[src/rtl/battle_turn_controller.sv]
// Two-fighter round scheduler: accepts both moves, orders strikes by speed, drives the stat blocks.
// Optional dodge roll via an 8-bit LFSR when BATTLE_DODGE_EN is defined.
module battle_turn_controller #(
    parameter int unsigned ATK_DMG    = 10,
    parameter int unsigned HEAVY_DMG  = 20,
    parameter int unsigned HEAVY_COST = 3,
    parameter int unsigned SPEC_DMG   = 35,
    parameter int unsigned SPEC_COST  = 6
) (
    input  logic       clk,
    input  logic       rst,
    input  logic       p1_move_valid,
    input  logic [1:0] p1_move,
    output logic       p1_move_ready,
    input  logic       p2_move_valid,
    input  logic [1:0] p2_move,
    output logic       p2_move_ready,
    input  logic [2:0] p1_speed,
    input  logic [2:0] p2_speed,
    input  logic [2:0] p1_dodge,
    input  logic [2:0] p2_dodge,
    input  logic [8:0] p1_health,
    input  logic [8:0] p2_health,
    input  logic [4:0] p1_special,
    input  logic [4:0] p2_special,
    output logic       p1_update,
    output logic       p1_en,
    output logic [5:0] p1_damage,
    output logic [2:0] p1_cost,
    output logic       p2_update,
    output logic       p2_en,
    output logic [5:0] p2_damage,
    output logic [2:0] p2_cost,
    output logic [7:0] round_cnt,
    output logic       game_over,
    output logic [1:0] winner
);

    localparam logic [5:0] AtkDmg    = ATK_DMG[5:0];
    localparam logic [5:0] HeavyDmg  = HEAVY_DMG[5:0];
    localparam logic [2:0] HeavyCost = HEAVY_COST[2:0];
    localparam logic [5:0] SpecDmg   = SPEC_DMG[5:0];
    localparam logic [2:0] SpecCost  = SPEC_COST[2:0];

    typedef enum logic [2:0] {StWait, StOrder, StHit1, StChk1, StHit2, StChk2, StOver} state_e;

    // Packed as {cost[2:0], damage[5:0]}
    function automatic logic [8:0] resolve(input logic [1:0] mv, input logic [4:0] sp);
        logic [8:0] r;
        case (mv)
            2'd0:    r = {3'd0, AtkDmg};
            2'd1:    r = (sp < {2'b0, HeavyCost}) ? {3'd0, AtkDmg} : {HeavyCost, HeavyDmg};
            2'd2:    r = (sp < {2'b0, SpecCost}) ? {3'd0, AtkDmg} : {SpecCost, SpecDmg};
            default: r = '0;
        endcase
        return r;
    endfunction

    state_e     state_q;
    logic       tie_q, first_q;
    logic       p1_lat_q, p2_lat_q;
    logic [1:0] p1_mv_q, p2_mv_q;
    logic [8:0] p1_hold_q, p2_hold_q;

    logic [8:0] p1_res, p2_res, p1_out, p2_out, atk_res;
    logic       pick_p2, atk_p2, def_zero, def_dodge, issue_strike;
    logic       p1_take, p2_take;
    logic [5:0] s_dmg;

`ifdef BATTLE_DODGE_EN
    logic [7:0] lfsr_q;
`else
    logic unused_dodge;
    assign unused_dodge = ^{p1_dodge, p2_dodge};
`endif

    always_comb begin
        p1_res = resolve(p1_mv_q, p1_special);
        p2_res = resolve(p2_mv_q, p2_special);
        if (p1_speed > p2_speed) begin
            pick_p2 = 1'b0;
        end else if (p2_speed > p1_speed) begin
            pick_p2 = 1'b1;
        end else begin
            pick_p2 = tie_q;
        end
        // First strike uses freshly resolved moves; the second reuses what ORDER captured.
        if (state_q == StOrder) begin
            atk_p2 = pick_p2;
            p1_out = p1_res;
            p2_out = p2_res;
        end else begin
            atk_p2 = ~first_q;
            p1_out = p1_hold_q;
            p2_out = p2_hold_q;
        end
        atk_res = atk_p2 ? p2_out : p1_out;
        def_zero = 1'b0;
        if (state_q == StChk1) begin
            def_zero = first_q ? (p1_health == '0) : (p2_health == '0);
        end else if (state_q == StChk2) begin
            def_zero = first_q ? (p2_health == '0) : (p1_health == '0);
        end
        issue_strike = (state_q == StOrder) || ((state_q == StChk1) && !def_zero);
`ifdef BATTLE_DODGE_EN
        def_dodge = lfsr_q[3:0] < {1'b0, (atk_p2 ? p1_dodge : p2_dodge)};
`else
        def_dodge = 1'b0;
`endif
        s_dmg = def_dodge ? '0 : atk_res[5:0];
        p1_take = (state_q == StWait) && p1_move_valid && p1_move_ready;
        p2_take = (state_q == StWait) && p2_move_valid && p2_move_ready;
    end

    always_ff @(posedge clk) begin
        if (!rst) begin
            state_q       <= StWait;
            tie_q         <= 1'b0;
            first_q       <= 1'b0;
            p1_lat_q      <= 1'b0;
            p2_lat_q      <= 1'b0;
            p1_mv_q       <= '0;
            p2_mv_q       <= '0;
            p1_hold_q     <= '0;
            p2_hold_q     <= '0;
            p1_move_ready <= 1'b0;
            p2_move_ready <= 1'b0;
            p1_update     <= 1'b0;
            p1_en         <= 1'b0;
            p1_damage     <= '0;
            p1_cost       <= '0;
            p2_update     <= 1'b0;
            p2_en         <= 1'b0;
            p2_damage     <= '0;
            p2_cost       <= '0;
            round_cnt     <= '0;
            game_over     <= 1'b0;
            winner        <= 2'b00;
`ifdef BATTLE_DODGE_EN
            lfsr_q        <= 8'hA5;
`endif
        end else begin
`ifdef BATTLE_DODGE_EN
            lfsr_q <= {lfsr_q[6:0], lfsr_q[7] ^ lfsr_q[5] ^ lfsr_q[4] ^ lfsr_q[3]};
`endif
            p1_update <= 1'b0;
            p2_update <= 1'b0;
            p1_en     <= 1'b0;
            p2_en     <= 1'b0;
            unique case (state_q)
                StWait: begin
                    if (p1_take) begin
                        p1_lat_q <= 1'b1;
                        p1_mv_q  <= p1_move;
                    end
                    if (p2_take) begin
                        p2_lat_q <= 1'b1;
                        p2_mv_q  <= p2_move;
                    end
                    p1_move_ready <= !(p1_lat_q || p1_take);
                    p2_move_ready <= !(p2_lat_q || p2_take);
                    if ((p1_lat_q || p1_take) && (p2_lat_q || p2_take)) state_q <= StOrder;
                end
                StOrder: begin
                    if (p1_speed == p2_speed) tie_q <= ~tie_q;
                    first_q   <= pick_p2;
                    p1_hold_q <= p1_res;
                    p2_hold_q <= p2_res;
                    state_q   <= StHit1;
                end
                StHit1: state_q <= StChk1;
                StChk1: begin
                    if (def_zero) begin
                        state_q   <= StOver;
                        game_over <= 1'b1;
                        winner    <= first_q ? 2'b10 : 2'b01;
                        p1_damage <= '0;
                        p1_cost   <= '0;
                        p2_damage <= '0;
                        p2_cost   <= '0;
                    end else begin
                        state_q <= StHit2;
                    end
                end
                StHit2: state_q <= StChk2;
                StChk2: begin
                    p1_damage <= '0;
                    p1_cost   <= '0;
                    p2_damage <= '0;
                    p2_cost   <= '0;
                    if (def_zero) begin
                        state_q   <= StOver;
                        game_over <= 1'b1;
                        winner    <= first_q ? 2'b01 : 2'b10;
                    end else begin
                        state_q       <= StWait;
                        round_cnt     <= round_cnt + 8'd1;
                        p1_lat_q      <= 1'b0;
                        p2_lat_q      <= 1'b0;
                        p1_move_ready <= 1'b1;
                        p2_move_ready <= 1'b1;
                    end
                end
                StOver: ;
                default: state_q <= StWait;
            endcase
            if (issue_strike) begin
                p1_update <= 1'b1;
                p2_update <= 1'b1;
                p1_en     <= atk_p2 && !def_dodge;
                p2_en     <= !atk_p2 && !def_dodge;
                p1_damage <= atk_p2 ? s_dmg : '0;
                p1_cost   <= atk_p2 ? '0 : atk_res[8:6];
                p2_damage <= atk_p2 ? '0 : s_dmg;
                p2_cost   <= atk_p2 ? atk_res[8:6] : '0;
            end
        end
    end

endmodule
[config.mk]
export PLATFORM = sky130hd
export DESIGN_NAME = battle_turn_controller
export DESIGN_NICKNAME = d
export VERILOG_FILES = /design/src/rtl/battle_turn_controller.sv
export SDC_FILE = /design/constraint.sdc
export NUM_CORES = 1
export LEC_CHECK = 0
export ABC_AREA = 1
export ABC_CLOCK_PERIOD_IN_PS = 1800
export CORE_MARGIN = 3
export CORE_UTILIZATION = 45
export DETAILED_ROUTE_END_ITERATION = 12
export DONT_BUFFER_PORTS = 1
export PLACE_DENSITY_LB_ADDON = 0.1
export SKIP_LAST_GASP = 1
export SLEW_MARGIN = 10
export SYNTH_ARGS = -nofsm -noshare
export SYNTH_HDL_FRONTEND = slang
export SYNTH_SLANG_ARGS = --single-unit
[constraint.sdc]
create_clock -name clk -period 1.8 [get_ports clk]
set_input_delay 0.54 -clock clk [delete_from_list [all_inputs] [get_ports clk]]
set_output_delay 0.54 -clock clk [all_outputs]
set_load 0.01 [all_outputs]
==> run summary, run 1 <==
Remaining DRCs = 0
First-pass GRT wire length = 10.3 mm
DR iter-0 viols = 98
Post-synthesis xor/xnor area fraction = 0.0186
Post-synthesis sequential area ratio = 0.446
Worst reg2reg path startpoint = state_q[2]
Mapped Nets = 429
Die height = 85.3 um
Post-synthesis simple-gate area fraction = 0.315
Largest family of logic cells by synthesized area = simple AND/OR/NAND/NOR gates
Num CTS Buffers = 9
Vias = 2,422
Number of nets with antenna violations after routing = 0
DR WL/cell = 13.1 um
Final setup margin = 0.167 ns
RSZ-0062 raised after global routing = no
Drt total wl = 6.16 mm
Crit path to = p1_damage[5]
Final core utilization = 0.524
Post-Syn Instances = 377
Pleak = 0.00128 uW
Syn Std Cell Area = 2830 um2
Mean Syn Cell Area = 7.50 um2
CP startpoint kind = flop
Max Transition Viols Final = 0
Complex-gate fraction of the synthesized area = 0.130
Layout Skew = 0.00697 ns
MaxCap Viol Count = 0
Gr ovfl total = 0
WS Path Type = reg2reg
Routability Congestion = 0.782
Status = completed
CP max FO = 21
Commonest cells after routing, fill and taps aside = nand2_1, dfxtp_1, nor2_1
Core area = 5990 um2
GRT Total Usage = 0.180
Initial antenna violation count = 0
Ant. Diodes = 0
Worst EP arrival = 1.87 ns
I/O pins = 83
Worst-Skew Late Latency = 0.34 ns
Layout cells sized above 1 = 0.127
Mux cell area share after synthesis = 0
Site Rows = 28
Synthesis-to-finish area growth = 10.9%
Worst EP required = 2.04 ns
Adder-cell share of the synthesized area = 0.0177
Die area = 7270 um2
Max Clock Freq = 0.613 GHz
Final period util = 0.907
Clock transition at path regs = 0.07 ns
Buffers added on ports = 0
Slew margin rel. = 0.762
Fin nets = 441
Synth unique cells = 37
CTS Buffer Depth = 2
Postcts setup bufs = 0
Vias per cell = 5.16
Largest net degree at the start of global routing = 23
Setup WS pre-CTS = -0.200 ns
Initial Util = 0.472
FF-to-FF path depth = 9
Total power = 4090 uW
Final Non-Filler Cells = 469
Critical path endpoint category = flop
CP Launch Point = state_q[2]
Cell taking the most area after synthesis = dfxtp_1
Final Setup Violations = 0
CTS root buffer = clkbuf_8
Worst-Margin Slew = 0.354 ns
Fin crit period = 1.63 ns
Vias in the first global route = 2,273
Dpl hpwl = 4.46 mm
Minimum setup slack among reg-to-reg paths = 0.17 ns
Layout fillers = 618
Max IR drop VDD = 0.000765 V
R2r endpoint = p1_damage[5]
Die width = 85.3 um
Setup_tns = 0 ns
TritonCTS clock tree = built
Post-CTS Resized = 0
Commonest non-fill, non-tap cell in the layout = nand2_1
Top post-synthesis cells by area = dfxtp_1, nand2_1, nor2_1, a21oi_1, nand3_1
Register bit total from synthesis = 63
Yosys warning count = 0
H-tree depth = 3
Router iterations before antenna repair = 5
Hold Vio Cnt, Final = 0
Hold buffers post-CTS = 0
DP Cell Count = 453
PwrDens = 1300 nW/um2
CTS Sinks = 63
Share of the synthesized area in the top cell type = 0.446
HP Class = in2reg
-- worst max-delay path: stages (launching register included) --
cell and delay, ns:
dfxtp_1 0.34, inv_1 0.15, nand2_4 0.10, nor2_8 0.16, buf_4 0.25, nand2_1 0.16, o21ai_0 0.16, nor2_1 0.09
nand2_1 0.06, a21oi_1 0.05
-- power breakdown --
part	internal, uW	leakage, uW	switching, uW
registers	1700	0.000511	186
logic	377	0.000673	637
clock network	634	0.0000960	555
-- synth_stat cells, drive strengths merged --
master   instances
nor4             2
nor2            57
nand4            9
nand3b           3
clkbuf           5
nor3             7
a31oi            1
buf              9
nand2           92
inv             31
a21oi           30
o21a             1
xor2             4
or2              2
dfxtp           63
a211oi           1
ha               4
o2111ai          1
xnor2            2
o22ai            3
clkinv           1
o21bai           2
nand3           24
o21ai           22
o211ai           1
-- flip-flops by register name, summed over array words and instances (netlist names), 2 cells and up --
name / flops
p2_hold_q: 9
p1_hold_q: 9
p2_mv_q: 2
p1_cost: 3
p1_damage: 6
state_q: 3
p2_damage: 6
winner: 2
p2_cost: 3
p1_mv_q: 2
round_cnt: 8
-- worst min path at each step --
stage                      start            to  slack, ns  cells after the start
floorplan           p2_hold_q[7]  p2_hold_q[7]       0.43                      2
global placement    p2_hold_q[7]  p2_hold_q[7]       0.45                      2
detailed placement  p2_hold_q[7]  p2_hold_q[7]       0.45                      2
CTS                          rst    state_q[1]       0.30                      2
global route                 rst    state_q[1]       0.30                      2
finish                       rst    state_q[1]       0.32                      2
-- layer usage --
metal  GRT usage  part of all wire
met3      0.0602             0.081
met4      0.0691             0.015
met1       0.250              0.50
met5           0                 0
met2       0.257              0.41
-- stage by stage --
stage,instance area [um2],hold WS (ns)
floorplan,2830,0.431
global placement,2950,0.445
detailed placement,2950,0.447
CTS,3140,0.297
global route,3140,0.303
finish,3140,0.316
-- final cells by class --
class / instances / area, um2 / area share
Multi-Input combinational cell: 268 / 1360 / 0.434
Inverter: 32 / 120 / 0.0383
Tap cell: 75 / 93.8 / 0.0299
Sequential cell: 63 / 1260 / 0.402
Timing Repair Buffer: 15 / 113 / 0.0359
Clock inverter: 6 / 61.3 / 0.0195
Clock buffer: 10 / 128 / 0.0407
-- cell families after synthesis --
logic type               count (synthesis)
AO/OA/AOI/OAI                           62
buffers and inverters                   46
XOR/XNOR                                 6
flip-flops                              63
AND/OR/NAND/NOR                        196
adder cells (fa/ha/maj)                  4
Note: power is estimated with default switching activity, not from simulation.
==> run 2: changes to the inputs <==
Settings changed: GPL_TIMING_DRIVEN set to 0.
==> run 2 against run 1 <==
Against the previous run: cell area decreased by 0.80%; global-route usage is 1.1 points higher; flip-flop and latch count stayed put; worst hold slack improved by 0.083 ns; wire length increased by 7.4%; clock skew about the same; sequential share of layout area increased by 0.32 points; register-to-register slack gained 0.06 ns; cell count is 0.21% lower; setup slack lost 0.062 ns; sequential power hardly changed; critical path type is now in2reg.
==> run summary, run 2 (same netlist as run 1, synthesis figures left out) <==
Vias per cell = 5.29 (was 5.16)
Area used by multi-input combinational logic = 1360 um2 (unchanged)
Worst-Margin Slew = 0.568 ns (was 0.354 ns)
Drt total wl = 6.62 mm (was 6.16 mm)
Reg power frac = 0.460 (was 0.461)
CTS Buffer Depth = 2 (unchanged)
P_sw = 1380 uW (about the same)
Buffers added on ports = 0 (unchanged)
Pint = 2720 uW (was 2710 uW)
Pleak = 0.00126 uW (was 0.00128 uW)
Routability Congestion = 0.838 (was 0.782)
Layout cells sized above 1 = 0.109 (was 0.127)
TritonCTS clock tree = built (unchanged)
Router iterations before antenna repair = 4 (was 5)
Remaining DRCs = 0 (unchanged)
DR iter-0 viols = 117 (was 98)
Final period util = 0.941 (was 0.907)
Gr ovfl total = 0 (unchanged)
H-tree depth = 3 (unchanged)
Die area = 7270 um2 (unchanged)
Post-CTS Resized = 0 (unchanged)
Die height = 85.3 um (unchanged)
Max Clock Freq = 0.590 GHz (was 0.613 GHz)
Layout fillers = 586 (was 618)
GRT Total Usage = 0.191 (was 0.180)
Vias in the first global route = 2,329 (was 2,273)
Fin nets = 440 (was 441)
Clock transition at path regs = 0.07 ns (about the same)
Final core utilization = 0.519 (was 0.524)
Status = completed (unchanged)
Commonest non-fill, non-tap cell in the layout = nand2_1 (unchanged)
Biggest regs = p1_hold_q x9, p2_hold_q x9, round_cnt x8 (unchanged)
RSZ-0062 raised after global routing = no (unchanged)
CTS Sinks = 63 (unchanged)
Worst EP required = 2.03 ns (was 2.04 ns)
Sw Ratio = 0.336 (was 0.337)
Core area = 5990 um2 (unchanged)
Logic pwr share = 0.246 (was 0.248)
Clock share of power = 0.294 (was 0.291)
Worst EP arrival = 1.92 ns (was 1.87 ns)
Fin crit period = 1.69 ns (was 1.63 ns)
Dpl hpwl = 4.81 mm (was 4.46 mm)
I/O pins = 83 (unchanged)
Slew margin rel. = 0.621 (was 0.762)
Hold Vio Cnt, Final = 0 (unchanged)
Initial antenna violation count = 0 (unchanged)
Register Area = 1260 um2 (unchanged)
Synthesis-to-finish area growth = 10.0% (was 10.9%)
CP startpoint kind = input pin (was flop)
Commonest cells after routing, fill and taps aside = nand2_1, dfxtp_1, nor2_1 (unchanged)
Number of nets with antenna violations after routing = 0 (unchanged)
First-pass GRT wire length = 10.9 mm (was 10.3 mm)
Max Transition Viols Final = 0 (unchanged)
Die width = 85.3 um (unchanged)
Initial Util = 0.472 (unchanged)
HP Class = in2reg (unchanged)
Hold buffers post-CTS = 0 (unchanged)
PwrDens = 1320 nW/um2 (was 1300 nW/um2)
Largest net degree at the start of global routing = 11 (was 23)
WS Path Type = in2reg (was reg2reg)
Post-DP Area = 2920 um2 (was 2950 um2)
CP max FO = 5 (was 21)
Num CTS Buffers = 9 (unchanged)
Site Rows = 28 (unchanged)
Postcts setup bufs = 0 (unchanged)
Final Setup Violations = 0 (unchanged)
Vias = 2,476 (was 2,422)
MaxCap Viol Count = 0 (unchanged)
Final Cell Area = 3110 um2 (was 3140 um2)
Ant. Diodes = 0 (unchanged)
Max IR drop VDD = 0.000620 V (was 0.000765 V)
Worst-Skew Late Latency = 0.34 ns (about the same)
DR WL/cell = 14.1 um (was 13.1 um)
CTS root buffer = clkbuf_8 (unchanged)
Layout Skew = 0.00662 ns (was 0.00697 ns)
Critical path endpoint category = flop (unchanged)
-- run 2: critical path, stage by stage --
cell      delay [ns]
inv_1           0.02
ha_1            0.27
inv_1           0.09
o21bai_1        0.07
a21oi_1         0.32
nor2_2          0.08
a21oi_2         0.26
nor2_2          0.14
nand2_1         0.08
nand2_1         0.05
-- run 2: power by group through the flow --
stage	Combinational (uW)	Sequential [uW]	Clock, uW
2_1_floorplan	802	1880	0
3_3_place_gp	985	1910	0
3_5_place_dp	1000	1910	0
4_1_cts	1010	1880	1230
5_1_grt	1150	1910	1310
6_report	1010	1880	1210
-- run 2: per-stage QoR --
step           hold slack [ns]  setup slack, ns  power [uW]  setup TNS, ns  std cells
2_1_floorplan            0.431           0.0347        2680              0        377
3_3_place_gp             0.448           -0.211        2890          -2.09        452
3_5_place_dp             0.454           -0.237        2920          -2.74        452
4_1_cts                  0.392            0.124        4120              0        468
5_1_grt                  0.402           0.0179        4370              0        468
6_report                 0.399            0.105        4090              0        468
-- run 2: final timing paths --
path / from / to / slack (ns) / cells past startpoint
worst max-delay path: p1_speed[1] / p1_damage[4] / 0.11 / 10
worst min-delay path: p2_move[1] / p2_mv_q[1] / 0.40 / 2
worst max register to register: state_q[2] / p1_damage[4] / 0.23 / 9
worst min register to register: p1_lat_q / p1_lat_q / 0.46 / 2
-- run 2: layer usage --
| layer | global-route usage | wire length, um | vias up |
|---|---|---|---|
| met2 | 0.285 | 2870 | 74 |
| met1 | 0.258 | 3170 | 1135 |
| met5 | 0 | 0 | - |
| met3 | 0.0534 | 436 | 12 |
| li1 | - | - | 1255 |
| met4 | 0.0820 | 143 | 0 |
-- run 2: cell type report --
type	count	share of cell area
multi-input combinational	268	0.437
sequential	63	0.405
clock buffer	12	0.0466
inverter	32	0.0386
tap	75	0.0302
buffer	14	0.0277
clock inverter	4	0.0145
